`config.mk`:
```
export PLATFORM = sky130hd
export DESIGN_NAME = frame_capture
export DESIGN_NICKNAME = d
export VERILOG_FILES = /design/src/rtl/frame_capture_pkg.sv /design/src/rtl/frame_capture_byte_pair_packer.sv /design/src/rtl/frame_capture.sv
export SDC_FILE = /design/constraint.sdc
export NUM_CORES = 1
export LEC_CHECK = 0
export CORE_MARGIN = 5
export CORE_UTILIZATION = 44
export CTS_BUF_LIST = sky130_fd_sc_hd__clkbuf_8
export CTS_CLUSTER_SIZE = 14
export DETAILED_ROUTE_END_ITERATION = 12
export PLACE_DENSITY = 0.67
export RECOVER_POWER = 25
export SYNTH_ARGS = -nofsm -noshare
export SYNTH_HDL_FRONTEND = slang
export SYNTH_SLANG_ARGS = --single-unit
```
`constraint.sdc`:
```
create_clock -name clk -period 2.7 [get_ports clk]
set_input_delay 0.675 -clock clk [delete_from_list [all_inputs] [get_ports clk]]
set_output_delay 0.675 -clock clk [all_outputs]
set_load 0.03 [all_outputs]
```
`src/rtl/frame_capture_pkg.sv`:
```
// -----------------------------------------------------------------------------
// frame_capture_pkg
//   Shared definitions for the frame-buffer writer: FSM state encoding,
//   default frame geometry, counter widths and the RGB565 pixel layout that
//   the display read path also uses.
// -----------------------------------------------------------------------------
package frame_capture_pkg;

   // FSM encoding
   localparam logic [1:0] ST_IDLE    = 2'd0;
   localparam logic [1:0] ST_SYNC    = 2'd1;
   localparam logic [1:0] ST_CAPTURE = 2'd2;
   localparam logic [1:0] ST_DONE    = 2'd3;

   // Default geometry of the 400x300 frame buffer
   localparam int H_ACTIVE_DEF = 400;
   localparam int V_ACTIVE_DEF = 300;
   localparam int ADDR_W_DEF   = 17;

   // Column / row counters saturate at 2^CNT_W-1
   localparam int CNT_W = 11;

   // RGB565 layout: r in [15:11], g in [10:5], b in [4:0]
   typedef struct packed {
      logic [4:0] r;
      logic [5:0] g;
      logic [4:0] b;
   } rgb565_t;

endpackage

```
`src/rtl/frame_capture_byte_pair_packer.sv`:
```
// -----------------------------------------------------------------------------
// frame_capture_byte_pair_packer
//   Pairs camera bytes into RGB565 pixels. The first byte of a pair is the
//   high byte and is latched; the second byte completes the pixel, which is
//   presented combinationally together with pix_vld.
//
//   clk, rst  : clock, asynchronous active-low reset
//   clr       : force phase back to 0 (line close, frame end, not capturing)
//   byte_en   : a qualified byte is present on data this cycle
//   data      : camera byte
//   phase     : 1 when a high byte is held and waiting for its partner
//   pix_vld   : the current byte completes a pixel
//   pix       : {held high byte, data}
// -----------------------------------------------------------------------------
module frame_capture_byte_pair_packer
   import frame_capture_pkg::*;
(
   input  logic       clk,
   input  logic       rst,
   input  logic       clr,
   input  logic       byte_en,
   input  logic [7:0] data,
   output logic       phase,
   output logic       pix_vld,
   output rgb565_t    pix
);

   logic       phase_q, phase_d;
   logic [7:0] hi_q, hi_d;

   always_comb begin
      phase_d = phase_q;
      hi_d    = hi_q;
      // A byte arriving together with clr (frame end) still completes its
      // pixel through pix_vld; clr only resets the pairing afterwards.
      if (clr) begin
         phase_d = 1'b0;
      end else if (byte_en) begin
         phase_d = ~phase_q;
         if (!phase_q) hi_d = data;
      end
   end

   always_ff @(posedge clk or negedge rst) begin
      if (!rst) begin
         phase_q <= 1'b0;
         hi_q    <= 8'd0;
      end else begin
         phase_q <= phase_d;
         hi_q    <= hi_d;
      end
   end

   assign phase   = phase_q;
   assign pix_vld = byte_en & phase_q;
   assign pix     = {hi_q, data};

endmodule

```
`src/rtl/frame_capture.sv`:
```
// -----------------------------------------------------------------------------
// frame_capture
//   Fills the RGB565 frame buffer from an 8-bit DVP-style camera stream.
//   Byte pairs become pixels written at row*H_ACTIVE+col (computed by
//   accumulating H_ACTIVE per line, no multiplier). Checks line length and
//   frame height, single-shot or continuous capture.
//   H_ACTIVE*V_ACTIVE must not exceed 2^ADDR_W.
//
//   clk, rst      : clock, asynchronous active-low reset
//   start         : pulse, arms a capture from IDLE or DONE
//   continuous    : recapture every frame (sampled at frame end)
//   vsync, href   : frame / line sync from the camera
//   byte_valid    : byte qualifier (together with href)
//   data          : camera byte, high byte of a pixel first
//   we/waddr/wdata: RAM write port, one cycle per stored pixel
//   busy          : high in SYNC and CAPTURE
//   frame_done    : one-cycle pulse per completed frame
//   line_err      : sticky, a line had a pixel count != H_ACTIVE
//   frame_err     : sticky, a frame had a line count != V_ACTIVE
//   frame_cnt     : completed frames, wrapping
// -----------------------------------------------------------------------------
module frame_capture
   import frame_capture_pkg::*;
#(
   parameter int H_ACTIVE = H_ACTIVE_DEF,
   parameter int V_ACTIVE = V_ACTIVE_DEF,
   parameter int ADDR_W   = ADDR_W_DEF
) (
   input  logic              clk,
   input  logic              rst,
   input  logic              start,
   input  logic              continuous,
   input  logic              vsync,
   input  logic              href,
   input  logic              byte_valid,
   input  logic [7:0]        data,
   output logic              we,
   output logic [ADDR_W-1:0] waddr,
   output logic [15:0]       wdata,
   output logic              busy,
   output logic              frame_done,
   output logic              line_err,
   output logic              frame_err,
   output logic [7:0]        frame_cnt
);

   localparam logic [CNT_W-1:0]  H_CNT  = CNT_W'(H_ACTIVE);
   localparam logic [CNT_W-1:0]  V_CNT  = CNT_W'(V_ACTIVE);
   localparam logic [ADDR_W-1:0] H_ADDR = ADDR_W'(H_ACTIVE);

   logic [1:0]        state_q, state_d;
   logic              vsync_q, href_q;
   logic [CNT_W-1:0]  col_q, col_d;
   logic [CNT_W-1:0]  row_q, row_d;
   logic [ADDR_W-1:0] base_q, base_d;
   logic              we_q, we_d;
   logic [ADDR_W-1:0] waddr_q, waddr_d;
   logic [15:0]       wdata_q, wdata_d;
   logic              frame_done_q, frame_done_d;
   logic              line_err_q, line_err_d;
   logic              frame_err_q, frame_err_d;
   logic [7:0]        frame_cnt_q, frame_cnt_d;

   logic              vs_rise, href_fall, cap, line_close, frame_end;
   logic              phase, pix_vld;
   rgb565_t           pix;
   logic [CNT_W-1:0]  row_n;

   assign vs_rise   = vsync & ~vsync_q;
   assign href_fall = ~href & href_q;
   assign cap       = (state_q == ST_CAPTURE);
   // An empty line (no bytes at all) produces no line close.
   assign line_close = cap & href_fall & ((col_q != '0) | phase);
   assign frame_end  = cap & vs_rise;

   frame_capture_byte_pair_packer u_packer (
      .clk     (clk),
      .rst     (rst),
      .clr     (~cap | line_close | frame_end),
      .byte_en (cap & href & byte_valid),
      .data    (data),
      .phase   (phase),
      .pix_vld (pix_vld),
      .pix     (pix)
   );

   always_comb begin
      state_d      = state_q;
      col_d        = col_q;
      row_d        = row_q;
      base_d       = base_q;
      we_d         = 1'b0;
      waddr_d      = waddr_q;
      wdata_d      = wdata_q;
      frame_done_d = 1'b0;
      line_err_d   = line_err_q;
      frame_err_d  = frame_err_q;
      frame_cnt_d  = frame_cnt_q;
      row_n        = row_q;

      case (state_q)
         ST_IDLE, ST_DONE: begin
            if (start) begin
               state_d     = ST_SYNC;
               line_err_d  = 1'b0;
               frame_err_d = 1'b0;
               col_d       = '0;
               row_d       = '0;
               base_d      = '0;
            end
         end

         ST_SYNC: begin
            if (vs_rise) state_d = ST_CAPTURE;
         end

         default: begin // ST_CAPTURE
            if (pix_vld) begin
               // Pixels past the active window are counted but never written.
               if (col_q < H_CNT && row_q < V_CNT) begin
                  we_d    = 1'b1;
                  waddr_d = base_q + ADDR_W'(col_q);
                  wdata_d = pix;
               end
               if (col_q != '1) col_d = col_q + 1'b1;
            end

            if (line_close) begin
               if (col_q != H_CNT || phase) line_err_d = 1'b1;
               // row keeps counting past V_ACTIVE so extra lines show up as
               // frame_err; base stops so it never points past the buffer.
               if (row_q != '1) row_n = row_q + 1'b1;
               if (row_q < V_CNT) base_d = base_q + H_ADDR;
               row_d = row_n;
               col_d = '0;
            end

            // Frame end sees the row count including a line closed this cycle.
            if (vs_rise) begin
               frame_done_d = 1'b1;
               frame_cnt_d  = frame_cnt_q + 8'd1;
               if (row_n != V_CNT) frame_err_d = 1'b1;
               row_d  = '0;
               col_d  = '0;
               base_d = '0;
               if (!continuous) state_d = ST_DONE;
            end
         end
      endcase
   end

   always_ff @(posedge clk or negedge rst) begin
      if (!rst) begin
         state_q      <= ST_IDLE;
         vsync_q      <= 1'b0;
         href_q       <= 1'b0;
         col_q        <= '0;
         row_q        <= '0;
         base_q       <= '0;
         we_q         <= 1'b0;
         waddr_q      <= '0;
         wdata_q      <= '0;
         frame_done_q <= 1'b0;
         line_err_q   <= 1'b0;
         frame_err_q  <= 1'b0;
         frame_cnt_q  <= '0;
      end else begin
         state_q      <= state_d;
         vsync_q      <= vsync;
         href_q       <= href;
         col_q        <= col_d;
         row_q        <= row_d;
         base_q       <= base_d;
         we_q         <= we_d;
         waddr_q      <= waddr_d;
         wdata_q      <= wdata_d;
         frame_done_q <= frame_done_d;
         line_err_q   <= line_err_d;
         frame_err_q  <= frame_err_d;
         frame_cnt_q  <= frame_cnt_d;
      end
   end

   assign we         = we_q;
   assign waddr      = waddr_q;
   assign wdata      = wdata_q;
   assign busy       = (state_q == ST_SYNC) | (state_q == ST_CAPTURE);
   assign frame_done = frame_done_q;
   assign line_err   = line_err_q;
   assign frame_err  = frame_err_q;
   assign frame_cnt  = frame_cnt_q;

endmodule

```
Word level (Yosys, flattened, before mapping)
Cells that the tools add are included.
{ "totals": {"ff_bits": 97, "out_inout_bits": 46, "wordCells": 110} }
{ "op_classes": {"addsub": 5, "order_cmp": 2, "n_eq_ne": 10, "muxes": 35, "bitwise_logic": 19, "n_reduce_logical": 24} }
{ "op_table": {"columns": ["op", "n"], "rows": [
  ["two-way mux 11 bit", 9],
  ["two-way mux 17 bit", 4],
  ["case mux 11 bit (2 select lines)", 2],
  ["case mux 17 bit (2 select lines)", 1],
  ["adder 11 x 1 -> 11 bit (second input constant)", 2],
  ["less-than comparator 11 x 9 -> 1 bit (second input constant)", 2],
  ["inequality test 11 bit (second input constant)", 2],
  ["inequality test 11 x 9 -> 1 bit (second input constant)", 2],
  ["AND reduction 4 bit", 5],
  ["adder 17 x 11 -> 17 bit", 1],
  ["adder 17 x 9 -> 17 bit (second input constant)", 1],
  ["two-way mux 1 bit", 12],
  ["nonzero test 11 bit", 1],
  ["nonzero test 2 bit", 5],
  ["adder 8 x 1 -> 8 bit (second input constant)", 1],
  ["AND 1 bit", 8],
  ["two-way mux 2 bit", 4],
  ["nonzero test 4 bit", 2],
  ["NOT 1 bit", 7],
  ["AND reduction 3 bit", 2],
  ["nonzero test 3 bit", 2],
  ["equality test 2 bit (second input constant)", 2],
  ["inequality test 2 bit (second input constant)", 2],
  ["OR 1 bit", 4],
  ["10 further kinds", 12]
]} }

Longest topological paths before layout
{ "logic_depth": {"ltp_word": 10, "ltp_mapped": 10, "mapped_depth_nobuf": 8} }

Modules after synthesis
A second synthesis with hierarchy kept.
{ "unflattened": {"cells_unflattened": 542, "area_unflattened_um2": 5059.9} }
{ "by_module_without_submodules": {"columns": ["mod", "instances", "cells_per_inst", "area_each_um2"], "rows": [
  ["frame_capture", 1, 513, 4645.7],
  ["frame_capture_byte_pair_packer", 1, 29, 414.1]
]} }

Worst setup path before layout
OpenSTA, ideal clock, no wires.
{ "synth_path": {"path_kind": "register -> register", "startpoint": "reg state_q[0]", "endpoint": "reg base_q[15]", "setup_ns": 0.077, "arrival_time_ns": 2.145, "slack_ns": 0.478, "stages_incl_launch_ff": 10, "n_path_buf": 1, "period_less_slack_ns": 2.222, "cell_sequence": "dfrtp_1 > inv_1 > ha_1 > nor2b_1 > or2_2 > buf_2 > nor4_4 > nand3_1 > or3_1 > a21oi_1"} }
{ "synth_between": {"elab_chain_len": 5, "word_cells_on_any_way": 13} }
{ "synth_lines": {"columns": ["element", "line_no", "rtl"], "rows": [
  ["start, declared", "frame_capture.sv:51", "logic [1:0] state_q, state_d;"],
  ["start signal, assigned", "frame_capture.sv:168", "state_q <= state_d;"],
  ["equality test 2 bit", "frame_capture.sv:71", "assign cap = (state_q == ST_CAPTURE);"],
  ["AND 1 bit (2 in a row)", "frame_capture.sv:73", "assign line_close = cap & href_fall & ((col_q != '0) | phase);"],
  ["nonzero test 3 bit (no source line)", null, null],
  ["AND reduction 4 bit (no source line)", null, null],
  ["end signal, assigned", "frame_capture.sv:173", "base_q <= base_d;"],
  ["end, declared", "frame_capture.sv:55", "logic [ADDR_W-1:0] base_q, base_d;"]
]} }
Parallel ways exist; a longest one is shown, timed or not.
A chain may end at the register's enable or synchronous reset.

Worst setup path after layout
{ "layout_path": {"startpoint": "reg state_q[0]", "endpoint": "reg base_q[13]"} }
Same word-level chain as after synthesis.

==> flow_metrics.env <==
export IMPL_avgSynthCellArea_um2=9.27
export IMPL_dieArea_um2=13300
export IMPL_worst_path_most_repeated_cell="nor2_1"
export IMPL_crit_path_start_kind="flip-flop"
export IMPL_slowest_delay_ns=0.59
export IMPL_synth_top_family_by_area="simple AND/OR/NAND/NOR gates"
export IMPL_synth_distinct_cells=57
export IMPL_slew_headroom=0.253
export IMPL_crit_path_end_kind="flip-flop"
export IMPL_cts_made_buffers=9
export IMPL_finalCriticalPeriod_ns=2.51
export IMPL_syn_cell_area_um2=4880
export IMPL_synth_xor_area_share=0.0683
export IMPL_r2r_start="state_q[0]"
export IMPL_reg2reg_depth=7
export IMPL_die_width_um=115
export IMPL_final_cell_mix="nand2_1, dfrtp_1, clkdlybuf4s50_1"
export IMPL_skew_ns=0.0117
export IMPL_regArea_um2=2330
export IMPL_post_route_period_util=0.931
export IMPL_placed_area_um2=5740
export IMPL_grt_use_total=0.175
export IMPL_synthAdderAreaFrac=0.0411
export IMPL_ff2ff_setup_slack_ns=0.19
export IMPL_routed_via_density=5.39
export IMPL_crit_fanout=11
export IMPL_tritoncts="yes"
export IMPL_area_growth_pct=22.5
export IMPL_mostFrequentLayoutCell="nand2_1"
export IMPL_worstPathCellList="inv_1, ha_1, nor2b_1, or2_2, buf_4, nor2_1, nor2_1"
export IMPL_hold_class="flip-flop to flip-flop"
export IMPL_routed_wl_mm=11.1
export IMPL_rows=38
export IMPL_initial_core_util=0.450
export IMPL_synth_ff_type="dfrtp_1"
export IMPL_synth_compound_area_frac=0.125
export IMPL_drive_gt1_frac=0.107
export IMPL_clock_sinks=93
export IMPL_h_tree_depth=3
export IMPL_rsz0062_at_grt="false"
export IMPL_dr_pass1_iters=4
export IMPL_crit_buf_inv=2
export IMPL_whs_path_depth=2
export IMPL_io_pins=61
export IMPL_clock_path_buffers=2
export IMPL_status="finished, final reports clean"
export IMPL_ys_seq_area_frac=0.477
export IMPL_setup_violations=0
export IMPL_fp_coreArea_um2=10800
export IMPL_worstPathRequired_ns=2.92
export IMPL_drt_iter0_drc=213
export IMPL_grt_overflow_total=0
export IMPL_remaining_drc_errors=0
export IMPL_tightestPinTransition_ns=1.12
export IMPL_fin_area_um2=5970
export IMPL_p_leak_nw=2.68
export IMPL_ant_nets=0
export IMPL_root_buffer="clkbuf_8"
export IMPL_pre_cts_ws_ns=0.0498
export IMPL_path_class="flip-flop to flip-flop"
export IMPL_grt_pass1_wl_mm=18.8
export IMPL_grt_max_degree=48
export IMPL_setup_ws_ns=0.186
export IMPL_max_freq_mhz=398
export IMPL_synth_simple_area_share=0.233
export IMPL_fin_nets=633
export IMPL_path_depth=7
export IMPL_max_vdd_ir_drop_v=0.000463
export IMPL_antennaDiodeCount=0
export IMPL_wl_per_cell_um=14.9
export IMPL_setup_tns_ns=0
export IMPL_hold_violations=0
export IMPL_multi_input_area_um2=2420
export IMPL_critical_path_arrival_ns=2.73
export IMPL_n_fill_cell=1015
export IMPL_first_global_vias=3940
export IMPL_dpl_hpwl_mm=8.32
export IMPL_crit_family="simple AND/OR/NAND/NOR gates"
export IMPL_cp_startpoint="state_q[0]"
export IMPL_yosysWarnings=0
export IMPL_fp_dieH_um=115
export IMPL_crit_slowest_cell="nor2_1"
export IMPL_holdBufCountCts=0
export IMPL_final_max_slew_viol_count=0
export IMPL_synth_edff_count=0
export IMPL_vias=4023
export IMPL_synthCells=526
export IMPL_power_density_nw_per_um2=720
export IMPL_place_congestion=0.909
export IMPL_drv_cap=0
export IMPL_postSynthNetCount=557
export IMPL_ys_ff_latch=93
export IMPL_clk_pin_slew_worst_paths_ns=0.10
export IMPL_antenna_found_initial=0
export IMPL_async_flop_share=1.00
export IMPL_clock_latency_ns=0.37
export IMPL_min_from="u_packer.hi_q[6]"
export IMPL_synth_mux_area_frac=0.0275
export IMPL_io_buffer_count=60
-- registers in the layout, indices dropped and copies added, names as in the netlist, 2 cells and up --
| register | cells |
|---|---|
| waddr | 17 |
| wdata | 16 |
| base_q | 13 |
| col_q | 11 |
| row_q | 11 |
| frame_cnt | 8 |
| u_packer.hi_q | 8 |
| state_q | 2 |
-- report_power, final --
part	internal [W]	leakage, nW	switching, W
registers	0.00156	1.27	0.000142
clock network	0.000527	0.112	0.000518
logic	0.000624	1.30	0.000928
-- metal layers --
metal	GRT usage	wire length [um]	vias up
met1	0.235	5130	1946
met4	0.0579	140	0
met5	0	0	-
met3	0.0316	508	11
met2	0.289	5340	82
li1	-	-	1984
-- cells by family after synthesis --
group	Yosys count
compound gates	98
xor+xnor	38
fa+ha+maj	16
buf+inv	32
flops	93
mux	12
other cells	1
simple gates	236
-- metrics by stage --
| step | utilization | power [W] | hold slack (ns) | std cells |
|---|---|---|---|---|
| final | 0.551 | 0.00430 | 0.458 | 747 |
| after global routing | 0.551 | 0.00455 | 0.477 | 747 |
| after CTS | 0.550 | 0.00429 | 0.311 | 744 |
| after detailed placement | 0.530 | 0.00325 | 0.451 | 728 |
| after global placement | 0.530 | 0.00321 | 0.441 | 728 |
| after floorplan | - | 0.00267 | 0.379 | 526 |
-- final cells by class --
type,count,share of cell area
multi-input combinational,401,0.405
sequential,93,0.390
timing repair buffer,86,0.132
tap,140,0.0293
clock buffer,9,0.0207
clock inverter,7,0.0163
inverter,11,0.00692
-- final timing paths --
kind / endpoint
setup / recovery: base_q[13]
setup reg to reg: base_q[13]
hold / removal: wdata[14]
max in group asynchronous: frame_cnt[6]
hold reg to reg: wdata[14]
min in group asynchronous: u_packer.hi_q[7]
-- what timing repair did --
action	in CTS	in global routing
endpoints found under the hold margin	0	0
buffers inserted	0	3
pin swaps	0	1
gates cloned	0	0
endpoints found under the setup margin	1	4
resized for setup	1	1
-- worst register-to-register path, stage by stage, from the launching register on --
cell     delay (ns)
dfrtp_1        0.41
inv_1          0.07
ha_1           0.39
nor2b_1        0.19
or2_2          0.38
buf_4          0.21
nor2_1         0.59
nor2_1         0.13
-- synth_stat cells (2+ instances only) --
master / instances / area share
xor2_1: 16 / 0.029
o31ai_1: 3 / 0.0046
or2_2: 5 / 0.0064
xnor2_1: 22 / 0.040
or3_1: 5 / 0.0064
mux2_2: 10 / 0.023
and2_1: 3 / 0.0038
a311oi_1: 4 / 0.0072
a21oi_1: 27 / 0.028
nand3_1: 14 / 0.014
o21ai_0: 37 / 0.038
o41ai_1: 2 / 0.0036
nand4_1: 12 / 0.015
nand2_1: 102 / 0.079
clkbuf_1: 14 / 0.011
nor4b_1: 3 / 0.0054
dfrtp_1: 93 / 0.48
nor3_1: 10 / 0.010
ha_1: 16 / 0.041
nand3b_1: 2 / 0.0031
nor2b_1: 2 / 0.0026
buf_2: 6 / 0.0062
nand2b_1: 4 / 0.0051
and4_1: 2 / 0.0036
nor4_1: 4 / 0.0051
inv_1: 11 / 0.0085
and3_1: 12 / 0.015
a41oi_1: 2 / 0.0036
nor3b_1: 2 / 0.0031
nor2_1: 47 / 0.036
nor4_4: 2 / 0.0087
a31oi_1: 7 / 0.0090
No activity file was read; power rests on OpenSTA's default activity.
